**src/rtl/fifo_sync_if.sv**
```systemverilog
// Producer/consumer handshake bundle for fifo_sync: write request, read request, data and status flags.
interface fifo_sync_if #(
  parameter int WIDTH = 8
);
  logic             wr_en;
  logic             rd_en;
  logic [WIDTH-1:0] wdata;
  logic [WIDTH-1:0] rdata;
  logic             empty;
  logic             full;

  modport master (
    output wr_en, rd_en, wdata,
    input  rdata, empty, full
  );

  modport slave (
    input  wr_en, rd_en, wdata,
    output rdata, empty, full
  );
endinterface

```
**src/rtl/fifo_sync.sv**
```systemverilog
// Single-clock FIFO with registered read data and count-derived full/empty flags.
// rst_n is active-high and asynchronous despite its name.
module fifo_sync #(
  parameter int WIDTH = 8,
  parameter int DEPTH = 8
) (
  input  logic       clk,
  input  logic       rst_n,
  fifo_sync_if.slave bus
);
  localparam int              PTR_W      = $clog2(DEPTH);
  localparam logic [PTR_W:0]   FULL_COUNT = (PTR_W + 1)'(DEPTH);
  localparam logic [PTR_W:0]   CNT_ONE    = (PTR_W + 1)'(1);
  localparam logic [PTR_W-1:0] PTR_ONE    = PTR_W'(1);

  if (DEPTH < 2 || (DEPTH & (DEPTH - 1)) != 0) begin : g_depth_check
    $error("fifo_sync: DEPTH must be a power of two and at least 2");
  end

  logic [WIDTH-1:0] mem [DEPTH];
  logic [PTR_W-1:0] wptr;
  logic [PTR_W-1:0] rptr;
  logic [PTR_W:0]   count;
  logic [WIDTH-1:0] rdata_q;
  logic             wr_ok;
  logic             rd_ok;

  assign bus.empty = (count == '0);
  assign bus.full  = (count == FULL_COUNT);
  assign bus.rdata = rdata_q;

  // A read in the same cycle frees a slot, so a full FIFO still accepts the write.
  assign wr_ok = bus.wr_en && (!bus.full || bus.rd_en);
  assign rd_ok = bus.rd_en && !bus.empty;

  // Storage is not reset; a same-address read sees the old word since both use NBAs.
  always_ff @(posedge clk) begin
    if (wr_ok) begin
      mem[wptr] <= bus.wdata;
    end
  end

  always_ff @(posedge clk or posedge rst_n) begin
    if (rst_n) begin
      wptr    <= '0;
      rptr    <= '0;
      count   <= '0;
      rdata_q <= '0;
    end else begin
      if (wr_ok) begin
        wptr <= wptr + PTR_ONE;
      end
      if (rd_ok) begin
        rdata_q <= mem[rptr];
        rptr    <= rptr + PTR_ONE;
      end
      case ({wr_ok, rd_ok})
        2'b10:   count <= count + CNT_ONE;
        2'b01:   count <= count - CNT_ONE;
        default: count <= count;
      endcase
    end
  end
endmodule

```
**src/flat_wrapper.sv**
```systemverilog
// flat-port wrapper written by rule: the top's interface ports become plain ports
module fifo_sync_flat 
#(
  parameter int WIDTH = 8,
  parameter int DEPTH = 8
)
  (clk, rst_n, bus_wr_en, bus_rd_en, bus_wdata, bus_rdata, bus_empty, bus_full);
  fifo_sync_if #(.WIDTH(WIDTH)) bus_i ();
  input  logic clk;
  input  logic rst_n;
  input wire logic [$bits(bus_i.wr_en)-1:0] bus_wr_en;
  input wire logic [$bits(bus_i.rd_en)-1:0] bus_rd_en;
  input wire logic [$bits(bus_i.wdata)-1:0] bus_wdata;
  output wire logic [$bits(bus_i.rdata)-1:0] bus_rdata;
  output wire logic [$bits(bus_i.empty)-1:0] bus_empty;
  output wire logic [$bits(bus_i.full)-1:0] bus_full;
  assign bus_i.wr_en = bus_wr_en;
  assign bus_i.rd_en = bus_rd_en;
  assign bus_i.wdata = bus_wdata;
  assign bus_rdata = bus_i.rdata;
  assign bus_empty = bus_i.empty;
  assign bus_full = bus_i.full;
  fifo_sync #(.WIDTH(WIDTH), .DEPTH(DEPTH)) u_core (.clk(clk), .rst_n(rst_n), .bus(bus_i));
endmodule
```
**config.mk**
```make
export PLATFORM = sky130hd
export DESIGN_NAME = fifo_sync_flat
export DESIGN_NICKNAME = d
export VERILOG_FILES = /design/src/rtl/fifo_sync_if.sv /design/src/rtl/fifo_sync.sv /design/src/flat_wrapper.sv
export SDC_FILE = /design/constraint.sdc
export NUM_CORES = 1
export LEC_CHECK = 0
export CAP_MARGIN = 30
export CORE_MARGIN = 2
export CORE_UTILIZATION = 55
export CTS_CLUSTER_SIZE = 25
export DETAILED_ROUTE_END_ITERATION = 6
export PLACE_DENSITY_LB_ADDON = 0.15
export SETUP_SLACK_MARGIN = 0.2
export SLEW_MARGIN = 10
export SYNTH_ARGS = -nofsm -noshare
export SYNTH_HDL_FRONTEND = slang
export SYNTH_SLANG_ARGS = --single-unit
```
**constraint.sdc**
```tcl
create_clock -name clk -period 4.3 [get_ports clk]
set_clock_uncertainty 0.15 [all_clocks]
set_input_delay 1.075 -clock clk [delete_from_list [all_inputs] [get_ports clk]]
set_output_delay 1.075 -clock clk [all_outputs]
set_load 0.005 [all_outputs]
```
==> flow_metrics.env, run 1 <==
export IMPL_outcome="completed"
export IMPL_n_antenna_cell=0
export IMPL_swShare_pct=32.5
export IMPL_placed_area_mm2=0.00374
export IMPL_critPathMaxFanout=6
export IMPL_synth_cells=217
export IMPL_syn_cell_area_mm2=0.00340
export IMPL_hold_buffers=0
export IMPL_startpoint_type="register"
export IMPL_clockBufferDepth=2
export IMPL_tightest_slew_ns=0.905
export IMPL_vias=1867
export IMPL_max_slew_margin_pct=39.5
export IMPL_fp_dieW_um=82.6
export IMPL_grt_pass1_wl_um=9570
export IMPL_firstDrtPassIters=4
export IMPL_drive_above_1_share_pct=18.3
export IMPL_place_gp_congestion=0.716
export IMPL_start_util_pct=57.1
export IMPL_dp_final_hpwl_um=4040
export IMPL_antenna_found_initial=0
export IMPL_peakVddDrop_v=0.000378
export IMPL_drc=0
export IMPL_power_density_mw_per_mm2=652
export IMPL_required_ns=3.07
export IMPL_fmax_mhz=314
export IMPL_syn_nets=235
export IMPL_fin_setup_tns_ns=0
export IMPL_initialDrtViolationCount=157
export IMPL_grt_total_usage_pct=20.1
export IMPL_portBuffers=21
export IMPL_final_cell_mix="edfxtp_1, clkdlybuf4s50_1, nand2_1, dfrtp_1, mux2i_1"
export IMPL_final_net_count=270
export IMPL_layout_min_cycle_time_ns=3.19
export IMPL_crit_arrival_ns=1.96
export IMPL_final_common_cell="edfxtp_1"
export IMPL_pwr_share_comb_pct=32.8
export IMPL_grt_pass1_vias=1839
export IMPL_finalHoldViolCount=0
export IMPL_ctsResizeCount=0
export IMPL_yosys_warnings=0
export IMPL_synth_enable_flop_cells=64
export IMPL_min_period_over_period_pct=74.2
export IMPL_fp_dieH_um=82.6
export IMPL_clockPowerShare_pct=20.9
export IMPL_yosysSeqAreaShare_pct=69.8
export IMPL_switching_power_mw=0.833
export IMPL_area_growth_pct=15.6
export IMPL_cts_setup_buffers=0
export IMPL_clkTransAtPathRegs_ns=0.08
export IMPL_min_path_type="reg -> reg"
export IMPL_dp_cells=316
export IMPL_clk_latency_ns=0.34
export IMPL_htree_levels=3
export IMPL_overflow=0
export IMPL_antenna_left=0
export IMPL_root_buffer="clkbuf_8"
export IMPL_fillers=439
export IMPL_p_int_mw=1.73
export IMPL_design_area_mm2=0.00393
export IMPL_path_class="reg -> out"
export IMPL_seqCellArea_mm2=0.00237
export IMPL_ys_flop_type="edfxtp_1"
export IMPL_coreArea_mm2=0.00596
export IMPL_grt_start_max_net_pins=20
export IMPL_cts_buffers_inserted=9
export IMPL_dieArea_mm2=0.00683
export IMPL_avgSynthCellArea_um2=15.7
export IMPL_layout_cells_non_filler=332
export IMPL_p_leak_nw=1.45
export IMPL_synth_async_reset_ratio_pct=22.0
export IMPL_wire_per_inst_um=18.3
export IMPL_p_seq_share_pct=46.3
export IMPL_rsz0062_at_grt="false"
export IMPL_ios=22
export IMPL_end_kind="output port"
export IMPL_setup_viol=0
export IMPL_drv_cap=0
export IMPL_wirelength_um=6090
export IMPL_synth_cell_types=32
export IMPL_viasPerCell=5.62
export IMPL_placementRows=28
export IMPL_tritoncts="yes"
export IMPL_multi_input_area_um2=932
export IMPL_slew_viol_final=0
export IMPL_ys_ff_latch=82
export IMPL_clock_sinks=82
cell families (layout without fill, tap and decap cells):
logic type | after synthesis | count (layout) | synth area share [%]
xor gates and xnor gates | 6 | 6 | 1.55
adders and majority gates | 6 | 6 | 2.43
DFF | 82 | 82 | 69.8
AOI/OAI and AO/OA | 31 | 31 | 7.14
buffers and inverters | 17 | 57 | 2.80
and+or+nand+nor | 42 | 42 | 6.00
muxes | 33 | 33 | 10.3
routing by layer:
metal	global-route usage, %	wire length (µm)	part of all wire, %	vias up
li1	-	-	-	890
met4	8.69	72	1.2	0
met3	3.70	372	6.1	8
met5	0	0	0	-
met1	27.2	2680	44	920
met2	31.9	2970	49	49
synth_stat cells (all sizes together) (3+ instances only):
cell	count	area [µm²]
buf	6	48.8
nor4	3	18.8
nor2	5	18.8
dfrtp	18	450
ha	5	62.6
o22ai	8	50.1
nor3	5	25.0
xnor2	5	43.8
nand2	21	81.3
nand2b	3	18.8
a221o	8	80.1
mux2	16	180
inv	8	30.0
edfxtp	64	1920
mux2i	17	170
o21ai	10	50.0
worst max-delay path, stage by stage, from the launching register on:
cell,delay (ns)
dfrtp_1,0.49
or4b_4,0.59
inv_1,0.07
clkdlybuf4s50_1,0.48
power groups by stage:
stage | Clock, mW | Combinational [mW] | Sequential [mW]
global placement | 0 | 0.793 | 1.21
floorplan | 0 | 0.592 | 1.15
finish | 0.536 | 0.840 | 1.18
global route | 0.580 | 0.933 | 1.20
detailed placement | 0 | 0.842 | 1.20
CTS | 0.546 | 0.846 | 1.18
per-stage QoR:
| stage | power, mW | hold slack [ns] | util (%) | setup WS [ns] |
|---|---|---|---|---|
| 6_report | 2.56 | 0.345 | 66.0 | 1.11 |
| 5_1_grt | 2.72 | 0.376 | 66.0 | 0.942 |
| 4_1_cts | 2.57 | 0.347 | 66.0 | 1.11 |
| 3_5_place_dp | 2.04 | 0.330 | 62.8 | 0.819 |
| 3_3_place_gp | 2.01 | 0.318 | 62.5 | 0.937 |
| 2_1_floorplan | 1.74 | 0.322 | - | 1.64 |
final timing paths:
path / from / slack (ns) / endpoint / cells past startpoint
worst max-delay path: u_core.count[0]$_DFFE_PP0P_ / 1.11 / bus_full / 3
worst min register to register: u_core.bus.rdata[6]$_DFFE_PP0P_ / 0.34 / u_core.bus.rdata[6]$_DFFE_PP0P_ / 2
min in group asynchronous: rst_n / 1.00 / u_core.bus.rdata[5]$_DFFE_PP0P_ / 2
max in group asynchronous: rst_n / 2.55 / u_core.count[0]$_DFFE_PP0P_ / 2
worst min-delay path: u_core.bus.rdata[6]$_DFFE_PP0P_ / 0.34 / u_core.bus.rdata[6]$_DFFE_PP0P_ / 2
worst max register to register: u_core.count[0]$_DFFE_PP0P_ / 1.19 / u_core.count[3]$_DFFE_PP0P_ / 8
state kept, by name, summed over array words and instances, names as in the netlist:
| register | flops |
|---|---|
| u_core.mem | 64 |
| u_core.bus.rdata | 8 |
| u_core.count | 4 |
| u_core.rptr | 3 |
| u_core.wptr | 3 |
layout make-up:
class,instances,share of cell area [%]
clock buffer,9,3.15
clock inverter,7,1.75
inverter,9,0.987
multi-input combinational,118,23.7
sequential,82,60.4
tap,75,2.39
timing repair buffer,32,7.64
Note: power is estimated with default switching activity, not from simulation.
==> inputs of run 2 (changes only) <==
--- a/config.mk
+++ b/config.mk
@@ -7,7 +7,7 @@
 export LEC_CHECK = 0
 export CAP_MARGIN = 30
 export CORE_MARGIN = 2
-export CORE_UTILIZATION = 55
+export CORE_UTILIZATION = 52
 export CTS_CLUSTER_SIZE = 25
 export DETAILED_ROUTE_END_ITERATION = 6
 export PLACE_DENSITY_LB_ADDON = 0.15
==> constraint.sdc (replaced) <==
create_clock -name clk -period 2.78 [get_ports clk]
set_clock_uncertainty 0.15 [all_clocks]
set_input_delay 0.695 -clock clk [delete_from_list [all_inputs] [get_ports clk]]
set_output_delay 0.695 -clock clk [all_outputs]
set_load 0.005 [all_outputs]
==> flow_metrics.env, run 2 (synthesis results as in run 1) <==
export IMPL_outcome="completed"
export IMPL_wirelength_um=5920
export IMPL_start_util_pct=53.5
export IMPL_viasPerCell=5.55
export IMPL_coreArea_mm2=0.00635
export IMPL_dieArea_mm2=0.00720
export IMPL_setup_viol=0
export IMPL_required_ns=2.85
export IMPL_drv_cap=0
export IMPL_min_path_type="reg -> reg"
export IMPL_layout_min_cycle_time_ns=2.45
export IMPL_n_antenna_cell=0
export IMPL_ios=22
export IMPL_peakVddDrop_v=0.000837
export IMPL_seqCellArea_mm2=0.00237
export IMPL_crit_arrival_ns=2.52
export IMPL_min_period_over_period_pct=88.1
export IMPL_drive_above_1_share_pct=23.3
export IMPL_htree_levels=3
export IMPL_firstDrtPassIters=4
export IMPL_grt_total_usage_pct=18.0
export IMPL_design_area_mm2=0.00406
export IMPL_portBuffers=21
export IMPL_final_net_count=279
export IMPL_drc=0
export IMPL_critPathMaxFanout=4
export IMPL_wire_per_inst_um=17.3
export IMPL_max_slew_margin_pct=52.4
export IMPL_clk_latency_ns=0.34
export IMPL_overflow=0
export IMPL_clockBufferDepth=2
export IMPL_root_buffer="clkbuf_8"
export IMPL_fmax_mhz=408
export IMPL_fillers=465
export IMPL_end_kind="register"
export IMPL_place_gp_congestion=0.713
export IMPL_slew_viol_final=0
export IMPL_grt_pass1_wl_um=9550
export IMPL_fp_dieW_um=84.9
export IMPL_placementRows=29
export IMPL_hold_buffers=0
export IMPL_antenna_found_initial=0
export IMPL_dp_final_hpwl_um=3860
export IMPL_final_common_cell="edfxtp_1"
export IMPL_area_growth_pct=19.4
export IMPL_clock_sinks=82
export IMPL_clkTransAtPathRegs_ns=0.09
export IMPL_path_class="in -> reg"
export IMPL_rsz0062_at_grt="false"
export IMPL_grt_pass1_vias=1901
export IMPL_placed_area_mm2=0.00380
export IMPL_vias=1903
export IMPL_startpoint_type="input port"
export IMPL_grt_start_max_net_pins=35
export IMPL_largest_register_ffs=64
export IMPL_p_leak_nw=1.52
export IMPL_rrSetupSlack_ns=0.33
export IMPL_regMostFlops="u_core.mem"
export IMPL_final_cell_mix="edfxtp_1, nand2_1, clkdlybuf4s50_1, buf_4, mux2i_1"
export IMPL_tritoncts="yes"
export IMPL_antenna_left=0
export IMPL_initialDrtViolationCount=76
export IMPL_tightest_slew_ns=0.714
export IMPL_utilization_pct=63.9
export IMPL_power_density_mw_per_mm2=1030
export IMPL_fp_dieH_um=84.9
export IMPL_multi_input_area_um2=948
export IMPL_cts_buffers_inserted=9
export IMPL_finalHoldViolCount=0
==> run 2: changes by cell type in the layout (fill, tap and decap cells not counted), moves of 2 or more <==
cell and change:
buf_4 +9, dfrtp_1 -2, clkdlybuf4s50_1 -2, dlygate4sd2_1 +2, inv_6 +3, clkinv_2 -2
dfrtp_2 +2, nor4_2 +2, nor4_1 -2
==> run 2: area by class of cell <==
cell class	count	area share, %
flip-flops and latches	82	58.5
well taps	77	2.37
multi-input cells	118	23.4
inverters	9	0.956
repair buffers	41	9.12
clock buffers	9	3.05
clock inverters	7	2.62
==> run 2: where the power goes <==
group / internal, mW / switching [mW]
clock: 0.525 / 0.455
sequential: 1.60 / 0.145
combinational: 0.717 / 0.725
==> run 2: final timing paths <==
| check | startpoint | to | depth (start not counted) |
|---|---|---|---|
| max | bus_rd_en | u_core.count[3]$_DFFE_PP0P_ | 9 |
| min | u_core.bus.rdata[7]$_DFFE_PP0P_ | u_core.bus.rdata[7]$_DFFE_PP0P_ | 2 |
| max reg2reg | u_core.count[0]$_DFFE_PP0P_ | u_core.count[3]$_DFFE_PP0P_ | 9 |
| min reg2reg | u_core.bus.rdata[7]$_DFFE_PP0P_ | u_core.bus.rdata[7]$_DFFE_PP0P_ | 2 |
| max in group asynchronous | rst_n | u_core.count[2]$_DFFE_PP0P_ | 2 |
| min in group asynchronous | rst_n | u_core.bus.rdata[6]$_DFFE_PP0P_ | 2 |
==> run 2: timing repair <==
item | 4_1_cts | 5_1_grt
endpoints found under the setup margin | 2 | 1
hold endpoints to repair | 0 | 0
gates resized for setup | 4 | 2
buffers inserted | 2 | 0
==> run 2: layer usage <==
metal  share of wire, %  vias to the layer above  track usage, %
li1                   -                      911               -
met4                1.3                        0            6.93
met3                3.1                        7            3.50
met2                 50                       36            30.3
met1                 45                      949            23.3
met5                  0                        -               0
==> run 2: stage by stage <==
stage	total power, mW	hold slack, ns	std cells	setup slack [ns]	TNS, ns
finish	4.17	0.336	343	0.330	0
global route	4.45	0.373	343	0.208	0
CTS	4.19	0.341	343	0.309	0
detailed placement	3.19	0.321	325	-0.0585	-0.0585
global placement	3.15	0.311	325	0.0598	0
floorplan	2.69	0.322	217	0.262	0
==> run 2: worst max-delay path, cell delays in order <==
cell             delay [ns]
clkdlybuf4s50_1        0.54
o21a_4                 0.17
clkinv_4               0.04
ha_1                   0.22
ha_1                   0.31
inv_1                  0.07
nor4_2                 0.25
nand4b_1               0.14
o211ai_1               0.08
